## src/rtl/weight_fetch_sched_if.sv

```systemverilog
`default_nettype none
// ============================================================================
// Module      : weight_fetch_sched_if
// Description : Bundle for the weight fetch scheduler: pass request,
//               status, dual-port BRAM read side and weight output beats.
// Revision    : 1.0 - initial release
// ============================================================================
interface weight_fetch_sched_if #(
    parameter int ADDR_W  = 13,
    parameter int DATA_W  = 33,
    parameter int SPIKE_W = 16,
    parameter int NEURONS = 64
);
    localparam int c_NIDX_W = $clog2(NEURONS);
    localparam int c_PIDX_W = (SPIKE_W > 1) ? $clog2(SPIKE_W) : 1;

    // Pass request
    logic                start;
    logic [SPIKE_W-1:0]  spike_vec;
    logic [ADDR_W-1:0]   base_addr;

    // Status
    logic                busy;
    logic                done;

    // BRAM read side
    logic                bram_en;
    logic [ADDR_W-1:0]   addra;
    logic [ADDR_W-1:0]   addrb;
    logic [DATA_W-1:0]   dout_a;
    logic [DATA_W-1:0]   dout_b;

    // Weight output beats
    logic                wt_valid;
    logic [DATA_W-1:0]   wt_a;
    logic [DATA_W-1:0]   wt_b;
    logic [c_NIDX_W-1:0] nrn_idx;
    logic [c_PIDX_W-1:0] pre_idx;

    // Requester / BRAM model side
    modport master (
        output start, spike_vec, base_addr, dout_a, dout_b,
        input  busy, done, bram_en, addra, addrb,
        input  wt_valid, wt_a, wt_b, nrn_idx, pre_idx
    );

    // Scheduler side
    modport slave (
        input  start, spike_vec, base_addr, dout_a, dout_b,
        output busy, done, bram_en, addra, addrb,
        output wt_valid, wt_a, wt_b, nrn_idx, pre_idx
    );
endinterface
`default_nettype wire

```

## src/rtl/weight_fetch_sched.sv

```systemverilog
`default_nettype none
// ============================================================================
// Module      : weight_fetch_sched
// Description : Walks the set bits of a spike vector (lowest first) and, for
//               each spiking input, streams its NEURONS weights out of a
//               dual-port BRAM two at a time. Read data is re-tagged with the
//               issuing neuron/input index after READ_LAT cycles.
// Revision    : 1.0 - initial release
// ============================================================================
module weight_fetch_sched #(
    parameter int ADDR_W   = 13,
    parameter int DATA_W   = 33,
    parameter int SPIKE_W  = 16,
    parameter int NEURONS  = 64,
    parameter int READ_LAT = 1
) (
    input  logic                clk,
    input  logic                rst,
    weight_fetch_sched_if.slave bus
);

    localparam int c_NIDX_W = $clog2(NEURONS);
    localparam int c_PIDX_W = (SPIKE_W > 1) ? $clog2(SPIKE_W) : 1;
    localparam int c_ROW_W  = c_PIDX_W + c_NIDX_W;
    localparam int c_SUM_W  = (ADDR_W > c_ROW_W) ? ADDR_W : c_ROW_W;
    localparam int c_CNT_W  = (READ_LAT > 1) ? $clog2(READ_LAT) : 1;
    localparam int c_J_LAST = NEURONS - 2;

    localparam logic [2:0] c_ST_IDLE  = 3'd0;
    localparam logic [2:0] c_ST_SCAN  = 3'd1;
    localparam logic [2:0] c_ST_FETCH = 3'd2;
    localparam logic [2:0] c_ST_DRAIN = 3'd3;
    localparam logic [2:0] c_ST_DONE  = 3'd4;

    logic [2:0]          r_state;
    logic [2:0]          w_next;

    logic [SPIKE_W-1:0]  r_mask;
    logic [ADDR_W-1:0]   r_base;
    logic [c_NIDX_W-1:0] r_j;
    logic [c_PIDX_W-1:0] r_pre;
    logic [c_CNT_W-1:0]  r_drain;

    logic [READ_LAT-1:0] r_vld_pipe;
    logic [c_NIDX_W-1:0] r_nrn_pipe [READ_LAT];
    logic [c_PIDX_W-1:0] r_pre_pipe [READ_LAT];

    logic [c_PIDX_W-1:0] w_low_idx;
    logic                w_mask_any;
    logic                w_j_last;
    logic                w_drain_last;
    logic                w_busy;
    logic                w_done;
    logic                w_bram_en;
    logic [c_ROW_W-1:0]  w_row;
    logic [c_SUM_W-1:0]  w_sum;
    logic [ADDR_W-1:0]   w_addra;
    logic [ADDR_W-1:0]   w_addrb;
    logic                w_out_vld;

    assign w_mask_any   = |r_mask;
    assign w_j_last     = (r_j == c_NIDX_W'(c_J_LAST));
    assign w_drain_last = (r_drain == c_CNT_W'(READ_LAT - 1));

    // Lowest set bit of the pending mask: scanning downward lets the
    // lowest hit overwrite any higher one.
    always_comb begin
        w_low_idx = '0;
        for (int i = SPIKE_W - 1; i >= 0; i--) begin
            if (r_mask[i]) begin
                w_low_idx = c_PIDX_W'(i);
            end
        end
    end

    // State register.
    always_ff @(posedge clk) begin
        if (rst) begin
            r_state <= c_ST_IDLE;
        end else begin
            r_state <= w_next;
        end
    end

    // Next-state decode and state-derived status outputs.
    always_comb begin
        w_next    = r_state;
        w_busy    = 1'b1;
        w_done    = 1'b0;
        w_bram_en = 1'b0;
        case (r_state)
            c_ST_IDLE: begin
                w_busy = 1'b0;
                if (bus.start) begin
                    w_next = c_ST_SCAN;
                end
            end
            c_ST_SCAN: begin
                w_next = w_mask_any ? c_ST_FETCH : c_ST_DRAIN;
            end
            c_ST_FETCH: begin
                w_bram_en = 1'b1;
                if (w_j_last) begin
                    w_next = c_ST_SCAN;
                end
            end
            c_ST_DRAIN: begin
                if (w_drain_last) begin
                    w_next = c_ST_DONE;
                end
            end
            c_ST_DONE: begin
                w_done = 1'b1;
                w_next = c_ST_IDLE;
            end
            default: begin
                w_busy = 1'b0;
                w_next = c_ST_IDLE;
            end
        endcase
    end

    // Pass context: mask/base captured only from IDLE, so a start while
    // busy has no effect; the input index and pair counter advance with
    // the scan/fetch walk.
    always_ff @(posedge clk) begin
        if (rst) begin
            r_mask  <= '0;
            r_base  <= '0;
            r_j     <= '0;
            r_pre   <= '0;
            r_drain <= '0;
        end else begin
            case (r_state)
                c_ST_IDLE: begin
                    if (bus.start) begin
                        r_mask <= bus.spike_vec;
                        r_base <= bus.base_addr;
                    end
                end
                c_ST_SCAN: begin
                    r_pre   <= w_low_idx;
                    r_j     <= '0;
                    r_drain <= '0;
                end
                c_ST_FETCH: begin
                    r_j <= r_j + c_NIDX_W'(2);
                    if (w_j_last) begin
                        r_mask[r_pre] <= 1'b0;
                    end
                end
                c_ST_DRAIN: begin
                    r_drain <= r_drain + c_CNT_W'(1);
                end
                default: begin
                end
            endcase
        end
    end

    // Address of the current pair: row pre_idx*NEURONS + j is simply the
    // concatenation {pre, j} since j < NEURONS; the sum wraps at ADDR_W.
    always_comb begin
        w_row   = {r_pre, r_j};
        w_sum   = c_SUM_W'(r_base) + c_SUM_W'(w_row);
        w_addra = w_sum[ADDR_W-1:0];
        w_addrb = w_addra + ADDR_W'(1);
    end

    // Valid/tag delay line matching the BRAM read latency; reset flushes
    // it so reads in flight at reset never surface.
    always_ff @(posedge clk) begin
        if (rst) begin
            r_vld_pipe <= '0;
            for (int i = 0; i < READ_LAT; i++) begin
                r_nrn_pipe[i] <= '0;
                r_pre_pipe[i] <= '0;
            end
        end else begin
            r_vld_pipe[0] <= w_bram_en;
            r_nrn_pipe[0] <= r_j;
            r_pre_pipe[0] <= r_pre;
            for (int i = 1; i < READ_LAT; i++) begin
                r_vld_pipe[i] <= r_vld_pipe[i-1];
                r_nrn_pipe[i] <= r_nrn_pipe[i-1];
                r_pre_pipe[i] <= r_pre_pipe[i-1];
            end
        end
    end

    assign w_out_vld = r_vld_pipe[READ_LAT-1];

    assign bus.busy     = w_busy;
    assign bus.done     = w_done;
    assign bus.bram_en  = w_bram_en;
    assign bus.addra    = w_bram_en ? w_addra : '0;
    assign bus.addrb    = w_bram_en ? w_addrb : '0;
    assign bus.wt_valid = w_out_vld;
    assign bus.wt_a     = w_out_vld ? bus.dout_a : '0;
    assign bus.wt_b     = w_out_vld ? bus.dout_b : '0;
    assign bus.nrn_idx  = w_out_vld ? r_nrn_pipe[READ_LAT-1] : '0;
    assign bus.pre_idx  = w_out_vld ? r_pre_pipe[READ_LAT-1] : '0;

endmodule
`default_nettype wire
```

## src/flat_wrapper.sv

```systemverilog
// flat-port wrapper written by rule: the top's interface ports become plain ports
module weight_fetch_sched_flat 
#(
    parameter int ADDR_W   = 13,
    parameter int DATA_W   = 33,
    parameter int SPIKE_W  = 16,
    parameter int NEURONS  = 64,
    parameter int READ_LAT = 1
)
  (clk, rst, bus_start, bus_spike_vec, bus_base_addr, bus_dout_a, bus_dout_b, bus_busy, bus_done, bus_bram_en, bus_addra, bus_addrb, bus_wt_valid, bus_wt_a, bus_wt_b, bus_nrn_idx, bus_pre_idx);
  weight_fetch_sched_if #(.ADDR_W(ADDR_W), .DATA_W(DATA_W), .SPIKE_W(SPIKE_W), .NEURONS(NEURONS)) bus_i ();
  input  logic clk;
  input  logic rst;
  input wire logic [$bits(bus_i.start)-1:0] bus_start;
  input wire logic [$bits(bus_i.spike_vec)-1:0] bus_spike_vec;
  input wire logic [$bits(bus_i.base_addr)-1:0] bus_base_addr;
  input wire logic [$bits(bus_i.dout_a)-1:0] bus_dout_a;
  input wire logic [$bits(bus_i.dout_b)-1:0] bus_dout_b;
  output wire logic [$bits(bus_i.busy)-1:0] bus_busy;
  output wire logic [$bits(bus_i.done)-1:0] bus_done;
  output wire logic [$bits(bus_i.bram_en)-1:0] bus_bram_en;
  output wire logic [$bits(bus_i.addra)-1:0] bus_addra;
  output wire logic [$bits(bus_i.addrb)-1:0] bus_addrb;
  output wire logic [$bits(bus_i.wt_valid)-1:0] bus_wt_valid;
  output wire logic [$bits(bus_i.wt_a)-1:0] bus_wt_a;
  output wire logic [$bits(bus_i.wt_b)-1:0] bus_wt_b;
  output wire logic [$bits(bus_i.nrn_idx)-1:0] bus_nrn_idx;
  output wire logic [$bits(bus_i.pre_idx)-1:0] bus_pre_idx;
  assign bus_i.start = bus_start;
  assign bus_i.spike_vec = bus_spike_vec;
  assign bus_i.base_addr = bus_base_addr;
  assign bus_i.dout_a = bus_dout_a;
  assign bus_i.dout_b = bus_dout_b;
  assign bus_busy = bus_i.busy;
  assign bus_done = bus_i.done;
  assign bus_bram_en = bus_i.bram_en;
  assign bus_addra = bus_i.addra;
  assign bus_addrb = bus_i.addrb;
  assign bus_wt_valid = bus_i.wt_valid;
  assign bus_wt_a = bus_i.wt_a;
  assign bus_wt_b = bus_i.wt_b;
  assign bus_nrn_idx = bus_i.nrn_idx;
  assign bus_pre_idx = bus_i.pre_idx;
  weight_fetch_sched #(.ADDR_W(ADDR_W), .DATA_W(DATA_W), .SPIKE_W(SPIKE_W), .NEURONS(NEURONS), .READ_LAT(READ_LAT)) u_core (.clk(clk), .rst(rst), .bus(bus_i));
endmodule
```

## config.mk

```make
export PLATFORM = sky130hd
export DESIGN_NAME = weight_fetch_sched_flat
export DESIGN_NICKNAME = d
export VERILOG_FILES = /design/src/rtl/weight_fetch_sched_if.sv /design/src/rtl/weight_fetch_sched.sv /design/src/flat_wrapper.sv
export SDC_FILE = /design/constraint.sdc
export NUM_CORES = 1
export LEC_CHECK = 0
export ABC_CLOCK_PERIOD_IN_PS = 8500
export CORE_UTILIZATION = 25
export CTS_CLUSTER_DIAMETER = 40
export DETAILED_ROUTE_END_ITERATION = 12
export PLACE_DENSITY = 0.63
export RECOVER_POWER = 50
export SLEW_MARGIN = 40
export SYNTH_ARGS = -nofsm -noshare
export SYNTH_HDL_FRONTEND = slang
export SYNTH_SLANG_ARGS = --single-unit
```

## constraint.sdc

```tcl
create_clock -name clk -period 8.5 [get_ports clk]
set_input_delay 1.7 -clock clk [delete_from_list [all_inputs] [get_ports clk]]
set_output_delay 1.7 -clock clk [all_outputs]
set_load 0.1 [all_outputs]
```

==> results.toml, run 1 <==
[grt]
grt_util_all_layers = 0.1516
gr-total-overflow = 0
grt_max_degree = 77
antenna_found_initial = 0
grt_pass1_vias = 3560
grt_pass1_wl_um = 17680

[cells_and_area]
final_common_cell = "clkdlybuf4s50_1"
ff_latch_area_um2 = 1041
fin_nets = 775
syn2layout_area_growth_pct = 49.48
diodes = 0
fin_util = 0.3897
fill_cells = 1431
mostFrequentLayoutCells = "clkdlybuf4s50_1 (96), buf_2 (81), and2_1 (78)"
multi_input_area_um2 = 2313
postLayoutCellArea_um2 = 5243
layout-drive-gt1-share = 0.1441

[critical_path]
cp_num_buf_inv = 2
crit_path_cell_trace = "inv_1 -> fa_1 -> and2b_1 -> o2111ai_2 -> a31oi_1 -> xnor2_1 -> or3b_1 -> o21a_1 -> nor3_1 -> buf_2"
critPathRequiredTime_ps = 6800
worstSetupPathType = "reg -> out"
startpoint_type = "flip-flop"
slowest_stage = "fa_1"
cp_top_family = "simple AND/OR/NAND/NOR gates"
cp-end-kind = "output pin"
critical_path_arrival_ps = 3500
cpPeakStageDelay_ps = 480
r2r_setup_slack_ps = 5620
crit_fanout = 6

[drt]
drc = 0
wl_per_cell_um = 13.64
routed_wl_um = 11480
drt_pass1_iterations = 4
vias_per_cell = 4.593
vias = 3867
drt_iter0_drc = 160
ant_nets = 0

[logic_synthesis]
synth_warnings = 0
synth-edff-count = 0
netlist_instances = 483
synth_area_um2 = 3507
synth_cell_types = 54
synth-seq-cells = 52
avgSynthCellArea_um2 = 7.261
ys.flop_type = "dfxtp_1"
synth_nets = 593
synthArstFlopShare = 0
yosysSeqAreaShare = 0.2968

[floorplanning]
die_h_um = 120.4
core_area_um2 = 13450
chipWidth_um = 120.4
initial_utilization = 0.2607
die_area_um2 = 14510
rows = 42
ios = 204

[power_and_ir_drop]
power_mw = 0.8525
leakage_nw = 2.289
ir_worst_vdd_v = 0.00008112
powerDensity_nw_per_um2 = 162.6

[sta]
grt_setup_unrepaired = "false"
setup_viol = 0
max_freq_mhz = 192.4
fin_skew_ps = 7.699
tightest_slew_ps = 2160
finalSetupTns_ps = 0
min_period_ps = 5198
drv_slew = 128
final.period_utilization = 0.6116
slew_headroom = -0.4402
timing.hold.ws_ps = 459.3
hold_viol_final = 0

[outcome]
status = "finished with violations"
violations = "max-capacitance violations, max-slew violations"

[place]
globalplace.congestion = 0.8287
dpl_cell_area_um2 = 5127
dp_hpwl_um = 8965
portBuffers = 202

[clock_network]
htreeDepth = 2
clk_pin_slew_ps = 70
clockRootBuffer = "clkbuf_16"
clock_latency_ps = 300
clock_sinks = 52
cts_tree = "yes"
cts_setup_buffers = 0
ctsResizeCount = 0
hold_buffers = 0
max-clock-path-buffers = 2
cts_buffers = 5

[min_path]
hold_class = "reg -> reg"

[job]
cap_violations = 2
-- layout make-up --
cell class                 count  area share
multi-input combinational    392      0.4413
sequential                    52      0.1986
clock buffer                   6     0.02649
timing repair buffer         205      0.2826
tap                          176     0.04200
inverter                       9    0.006444
clock inverter                 2    0.002625
-- cell families after synthesis --
family,after synthesis,share of synthesized area
mux,2,0.006065
xor+xnor,21,0.05244
flops,52,0.2968
fa+ha+maj,12,0.04495
buf+inv,39,0.04424
compound gates,106,0.1805
other cells,2,0.002141
simple gates,249,0.3728
-- synth_stat cells, types with 2 or more instances --
master    number  share of area
and2_1        78           0.14
nand2_1       54          0.058
a21oi_1       52          0.074
dfxtp_1       52           0.30
nor2_1        50          0.054
clkbuf_1      27          0.029
o21ai_0       18          0.026
nor3_1        16          0.023
nor2b_1       15          0.027
xnor2_1       12          0.030
ha_1          11          0.039
a31oi_1       10          0.018
xor2_1         9          0.022
inv_1          7         0.0075
nand3_1        6         0.0086
and3_1         5         0.0089
nand2b_1       5         0.0089
o21bai_1       4         0.0086
a211oi_1       3         0.0064
nor4_1         3         0.0054
o31ai_1        3         0.0064
or3_1          3         0.0054
a21o_1         2         0.0043
a22oi_1        2         0.0043
buf_4          2         0.0043
clkinv_1       2         0.0021
conb_1         2         0.0021
nand3b_1       2         0.0043
o311a_1        2         0.0057
or4_1          2         0.0043
-- power breakdown --
part,leakage [nW],switching (mW),total (mW),internal [mW]
logic,1.79,0.250,0.358,0.107
registers,0.424,0.0221,0.285,0.263
clock network,0.0772,0.0918,0.210,0.118
-- tightest hold or removal path: cells and delay by family (launching register included) --
family	cells	cell delay, ps
AOI/OAI and AO/OA	1	50
DFF	1	310
and+or+nand+nor	1	50
-- per-stage QoR --
step,instances,worst slack [ps]
final,842,3302
after global routing,842,3051
after CTS,842,3293
after detailed placement,834,3626
after global placement,834,2953
after floorplan,483,2411
-- flip-flops by register name, summed over array words and instances (netlist names), 3 cells and up --
| signal | count |
|---|---|
| u_core.r_pre | 4 |
| u_core.r_state | 3 |
| u_core.r_nrn_pipe | 5 |
| u_core.r_mask | 16 |
| u_core.r_base | 13 |
| u_core.r_pre_pipe | 4 |
| u_core.r_j | 5 |
-- worst paths after layout --
check,depth (start not counted),endpoint,from
setup / recovery,10,bus_addrb[12],u_core.r_j[1]$_SDFFE_PP0P_
hold / removal,2,u_core.r_base[6]$_SDFFE_PP0P_,u_core.r_base[6]$_SDFFE_PP0P_
setup reg to reg,7,u_core.r_base[7]$_SDFFE_PP0P_,u_core.r_state[2]$_SDFFE_PP0P_
hold reg to reg,2,u_core.r_base[6]$_SDFFE_PP0P_,u_core.r_base[6]$_SDFFE_PP0P_
-- layer usage --
metal	track usage	wire length (um)
met1	0.1999	5289
met2	0.2619	5574
met3	0.02170	533
met4	0.03086	83
met5	0	0
Note: power is estimated with default switching activity, not from simulation.
==> inputs of run 2 (changes only) <==
--- a/config.mk
+++ b/config.mk
@@ -5,11 +5,11 @@
 export SDC_FILE = /design/constraint.sdc
 export NUM_CORES = 1
 export LEC_CHECK = 0
-export ABC_CLOCK_PERIOD_IN_PS = 8500
+export ABC_CLOCK_PERIOD_IN_PS = 4210
 export CORE_UTILIZATION = 25
 export CTS_CLUSTER_DIAMETER = 40
 export DETAILED_ROUTE_END_ITERATION = 12
-export PLACE_DENSITY = 0.63
+export PLACE_DENSITY = 0.65
 export RECOVER_POWER = 50
 export SLEW_MARGIN = 40
 export SYNTH_ARGS = -nofsm -noshare
==> constraint.sdc (replaced) <==
create_clock -name clk -period 4.21 [get_ports clk]
set_input_delay 0.842 -clock clk [delete_from_list [all_inputs] [get_ports clk]]
set_output_delay 0.842 -clock clk [all_outputs]
set_load 0.1 [all_outputs]
==> results.toml, run 2 (synthesis results as in run 1) <==
[power_and_ir_drop]
powerDensity_nw_per_um2 = 321.2
leakage_nw = 2.318
power_mw = 1.796
ir_worst_vdd_v = 0.0001698

[min_path]
hold_class = "reg -> reg"

[critical_path]
worstSetupPathType = "reg -> out"
startpoint_type = "flip-flop"
reg2reg_to = "u_core.r_mask[1]$_SDFFE_PP0P_"
worstSetupStartpoint = "u_core.r_j[1]$_SDFFE_PP0P_"
cp_top_family = "compound AO/OA/AOI/OAI gates"
crit_fanout = 6
cp-end-kind = "output pin"
crit_path_cell_trace = "inv_1 -> fa_1 -> and2b_1 -> o2111ai_2 -> a311o_1 -> o311a_1 -> or3_1 -> o21a_1 -> nor3_4 -> buf_12"
critPathRequiredTime_ps = 3370
critPathCapture = "bus_addrb[12]"
critical_path_arrival_ps = 3220
cpPeakStageDelay_ps = 470
worst_r2r_path_depth = 8
r2r_setup_slack_ps = 1840
cp_num_buf_inv = 2
r2r_start = "u_core.r_state[2]$_SDFFE_PP0P_"
slowest_stage = "fa_1"
crit_cells = 10

[clock_network]
cts_tree = "yes"
cts_buffers = 5
hold_buffers = 0
clock_sinks = 52
clock_latency_ps = 290
clockRootBuffer = "clkbuf_16"
clk_pin_slew_ps = 70
htreeDepth = 2
max-clock-path-buffers = 2

[drt]
vias = 3961
drc = 0
routed_wl_um = 11670
ant_nets = 0
drt_iter0_drc = 163
vias_per_cell = 4.682
wl_per_cell_um = 13.79
drt_pass1_iterations = 4

[grt]
grt_pass1_vias = 3646
grt_util_all_layers = 0.1529
antenna_found_initial = 0
gr-total-overflow = 0
grt_pass1_wl_um = 17770
grt_max_degree = 52

[cells_and_area]
final_common_cell = "clkdlybuf4s50_1"
reg.largest.list = "u_core.r_mask (16), u_core.r_base (13)"
fin_cells = 846
fin_nets = 779
top_register = "u_core.r_mask"
fin_util = 0.4156
syn2layout_area_growth_pct = 59.40
layout-drive-gt1-share = 0.1582
mostFrequentLayoutCells = "clkdlybuf4s50_1 (96), and2_1 (78), buf_4 (78)"
largest_reg_flops = 16
fill_cells = 1406
diodes = 0

[sta]
max_freq_mhz = 246.2
final.period_utilization = 0.9650
hold_viol_final = 0
min_period_ps = 4063
setup_viol = 0
tightest_slew_ps = 2101
slew_headroom = -0.4009
finalSetupTns_ps = 0
drv_slew = 50
fin_skew_ps = 2.406

[floorplanning]
initial_utilization = 0.2607
rows = 42
die_area_um2 = 14510
chipWidth_um = 120.4
die_h_um = 120.4
core_area_um2 = 13450
ios = 204

[outcome]
violations = "max-capacitance violations, max-slew violations"
status = "finished with violations"

[job]
cap_violations = 1

[place]
dpl.cell_count = 836
dp_hpwl_um = 9273
portBuffers = 202
globalplace.congestion = 0.8136
[run 2: how the worst min path moves through the flow]
stage / startpoint / end / slack, ps / cells past startpoint
final: u_core.r_base[4]$_SDFFE_PP0P_ / u_core.r_base[4]$_SDFFE_PP0P_ / 460 / 2
after detailed placement: u_core.r_base[5]$_SDFFE_PP0P_ / u_core.r_base[5]$_SDFFE_PP0P_ / 450 / 2
after global placement: u_core.r_base[7]$_SDFFE_PP0P_ / u_core.r_base[7]$_SDFFE_PP0P_ / 450 / 2
after CTS: u_core.r_base[5]$_SDFFE_PP0P_ / u_core.r_base[5]$_SDFFE_PP0P_ / 460 / 2
after floorplan: u_core.r_base[2]$_SDFFE_PP0P_ / u_core.r_base[2]$_SDFFE_PP0P_ / 440 / 2
after global routing: u_core.r_base[4]$_SDFFE_PP0P_ / u_core.r_base[4]$_SDFFE_PP0P_ / 490 / 2
[run 2: repair_timing]
item                       4_1_cts  5_1_grt
setup buffers                    0        2
resized for setup                0        4
setup endpoints to repair        0        1
[run 2: area by class of cell]
| type | instances | area (um2) | share of cell area |
|---|---|---|---|
| Inverter | 9 | 33.78 | 0.006043 |
| Timing Repair Buffer | 209 | 1783 | 0.3189 |
| Clock inverter | 3 | 46.29 | 0.008281 |
| Sequential cell | 52 | 1044 | 0.1867 |
| Clock buffer | 5 | 125.1 | 0.02238 |
| Multi-Input combinational cell | 392 | 2338 | 0.4183 |
| Tap cell | 176 | 220.2 | 0.03939 |
[run 2: power by group]
part           internal [mW]  switching [mW]  leakage, nW
Combinational          0.240           0.507         1.81
Clock                  0.283           0.187       0.0804
Sequential             0.531          0.0472        0.425
Total                   1.05           0.742         2.32
[run 2: worst reg2reg max path: cells and delay by family, from the launching register on]
kind	cells	cell delay (ps)
AO/OA/AOI/OAI	1	150
buffers and inverters	3	1000
flip-flops	1	450
AND/OR/NAND/NOR	4	680
[run 2: per-stage QoR]
| step | setup WS [ps] | hold slack [ps] | cell area [um2] |
|---|---|---|---|
| after floorplan | 41.23 | 440.0 | 3523 |
| after global placement | 444.0 | 451.0 | 5502 |
| after detailed placement | 355.9 | 454.8 | 5492 |
| after CTS | 40.03 | 464.4 | 5663 |
| after global routing | -0.05418 | 494.6 | 5590 |
| final | 147.5 | 464.5 | 5590 |
[run 2: layer usage]
metal | GRT usage | wire (um)
met5 | 0 | 0
met4 | 0.03009 | 107
met3 | 0.03491 | 891
met2 | 0.2841 | 5760
met1 | 0.1777 | 4910
==> inputs of run 3 (changes only) <==
--- a/config.mk
+++ b/config.mk
@@ -11,6 +11,7 @@
 export DETAILED_ROUTE_END_ITERATION = 12
 export PLACE_DENSITY = 0.65
 export RECOVER_POWER = 50
+export REMOVE_ABC_BUFFERS = 1
 export SLEW_MARGIN = 40
 export SYNTH_ARGS = -nofsm -noshare
 export SYNTH_HDL_FRONTEND = slang
==> results.toml, run 3 (synthesis results as in run 1) <==
[drt]
drt_pass1_iterations = 4
drc = 0
vias = 4001
drt_iter0_drc = 203
wl_per_cell_um = 15.96
ant_nets = 0
routed_wl_um = 13490
vias_per_cell = 4.735

[place]
dp_hpwl_um = 10770
globalplace.congestion = 0.8476
dp_slack_ps = 230.8
dpl_cell_area_um2 = 5477
portBuffers = 202

[critical_path]
cpPeakStageDelay_ps = 470
r2r_setup_slack_ps = 1800
critPathRequiredTime_ps = 3370
cp-end-kind = "output pin"
critPathCapture = "bus_addrb[12]"
worst_r2r_path_depth = 7
slowest_stage = "fa_1"
worstSetupPathType = "reg -> out"
r2r_start = "u_core.r_state[2]$_SDFFE_PP0P_"
startpoint_type = "flip-flop"
crit_fanout = 6
crit_path_cell_trace = "inv_1 -> fa_1 -> and2b_1 -> o2111ai_2 -> a311o_1 -> o311a_1 -> or3_1 -> o21a_1 -> nor3_2 -> buf_12"
worstSetupStartpoint = "u_core.r_j[1]$_SDFFE_PP0P_"
reg2reg_to = "u_core.r_mask[13]$_SDFFE_PP0P_"
critical_path_arrival_ps = 3210

[cells_and_area]
reg.largest.list = "u_core.r_mask (16), u_core.r_base (13)"
top_register = "u_core.r_mask"
layout-drive-gt1-share = 0.1868
mostFrequentLayoutCells = "clkdlybuf4s50_1 (96), buf_4 (86), nand2_1 (54)"
diodes = 0
syn2layout_area_growth_pct = 60.86
postLayoutCellArea_um2 = 5642
fin_nets = 778
fill_cells = 1395
final_common_cell = "clkdlybuf4s50_1"
largest_reg_flops = 16

[floorplanning]
chipWidth_um = 120.4
die_h_um = 120.4
core_area_um2 = 13450
initial_utilization = 0.2607
rows = 42
ios = 204
die_area_um2 = 14510

[power_and_ir_drop]
seq_power_share = 0.315
leakage_nw = 2.375
p_sw_mw = 0.7335
ir_worst_vdd_v = 0.0002028
intPower_mw = 1.117
swShare = 0.3963
clock_power_share = 0.278
powerDensity_nw_per_um2 = 328.1
comb_power_share = 0.407

[clock_network]
clockRootBuffer = "clkbuf_16"
max-clock-path-buffers = 2
cts_buffers = 5
clock_sinks = 52
cts_tree = "yes"
clock_latency_ps = 290
clk_pin_slew_ps = 70
htreeDepth = 2

[grt]
grt_pass1_wl_um = 19950
grt_pass1_vias = 3844
grt_max_degree = 77
grt_util_all_layers = 0.1778
gr-total-overflow = 0
antenna_found_initial = 0

[job]
cap_violations = 2

[outcome]
violations = "max-capacitance violations, max-slew violations"
status = "finished with violations"

[sta]
max_freq_mhz = 246.7
fin_skew_ps = 11.34
hold_viol_final = 0
drv_slew = 127
final.period_utilization = 0.9628
setup_viol = 0
tightest_slew_ps = 2077
grt_setup_unrepaired = "false"
min_period_ps = 4053
timing.hold.ws_ps = 462.4
layout_setup_ws_ps = 156.7
slew_headroom = -0.3847

[min_path]
hold_class = "reg -> reg"
==> run 3: changes by cell type in the layout (fill, tap and decap cells not counted), sizes merged <==
cell and change:
clkbuf -8, bufinv +1, clkinvlp -1, buf +8, inv -1
==> run 3: worst min-delay path by stage <==
stage | endpoint | cells past startpoint | slack, ps | from
CTS | u_core.r_base[6]$_SDFFE_PP0P_ | 2 | 460 | u_core.r_base[6]$_SDFFE_PP0P_
floorplan | u_core.r_base[2]$_SDFFE_PP0P_ | 2 | 430 | u_core.r_base[2]$_SDFFE_PP0P_
global placement | u_core.r_base[5]$_SDFFE_PP0P_ | 2 | 450 | u_core.r_base[5]$_SDFFE_PP0P_
global route | u_core.r_base[6]$_SDFFE_PP0P_ | 2 | 480 | u_core.r_base[6]$_SDFFE_PP0P_
detailed placement | u_core.r_base[6]$_SDFFE_PP0P_ | 2 | 450 | u_core.r_base[6]$_SDFFE_PP0P_
finish | u_core.r_base[6]$_SDFFE_PP0P_ | 2 | 460 | u_core.r_base[6]$_SDFFE_PP0P_
==> run 3: critical path, delay by kind of cell (launching register included) <==
family          cells  cell delay (ps)
simple gates        3              890
flops               1              370
fa+ha+maj           1              470
buf+inv             2              300
compound gates      4              900
==> run 3: area by class of cell <==
cell class / instances / area, um2 / area share
sequential: 52 / 1042 / 0.1847
inverter: 9 / 33.78 / 0.005988
tap: 176 / 220.2 / 0.03903
clock buffer: 6 / 128.9 / 0.02284
multi-input combinational: 392 / 2330 / 0.4130
timing repair buffer: 208 / 1827 / 0.3238
clock inverter: 2 / 60.06 / 0.01065
==> run 3: power groups by stage <==
stage	logic (mW)	registers (mW)	clock network (mW)
after detailed placement	0.756	0.593	0
after global routing	0.798	0.591	0.551
after global placement	0.756	0.591	0
final	0.752	0.583	0.515
after CTS	0.760	0.582	0.528
after floorplan	0.511	0.582	0
==> run 3: per-layer routing <==
layer,GRT usage,share of wire,vias up
li1,-,-,1999
met1,0.2025,0.40,1853
met2,0.3312,0.51,136
met3,0.03160,0.061,13
met4,0.05941,0.027,0
met5,0,0,-
==> run 3: metrics by stage <==
stage,power (mW),setup TNS [ps],std cells,util
2_1_floorplan,1.092,-1240,453,-
3_3_place_gp,1.347,0,836,0.4080
3_5_place_dp,1.349,0,836,0.4071
4_1_cts,1.870,0,844,0.4215
5_1_grt,1.941,0,845,0.4194
6_report,1.851,0,845,0.4194
==> run 3: repair_timing <==
item | in CTS | in global routing
resized for setup | 1 | 4
pin swaps | 0 | 1
setup buffers | 0 | 1
hold buffers | 0 | 0
cloned | 0 | 0
endpoints found under the setup margin | 1 | 2
hold endpoints to repair | 0 | 0
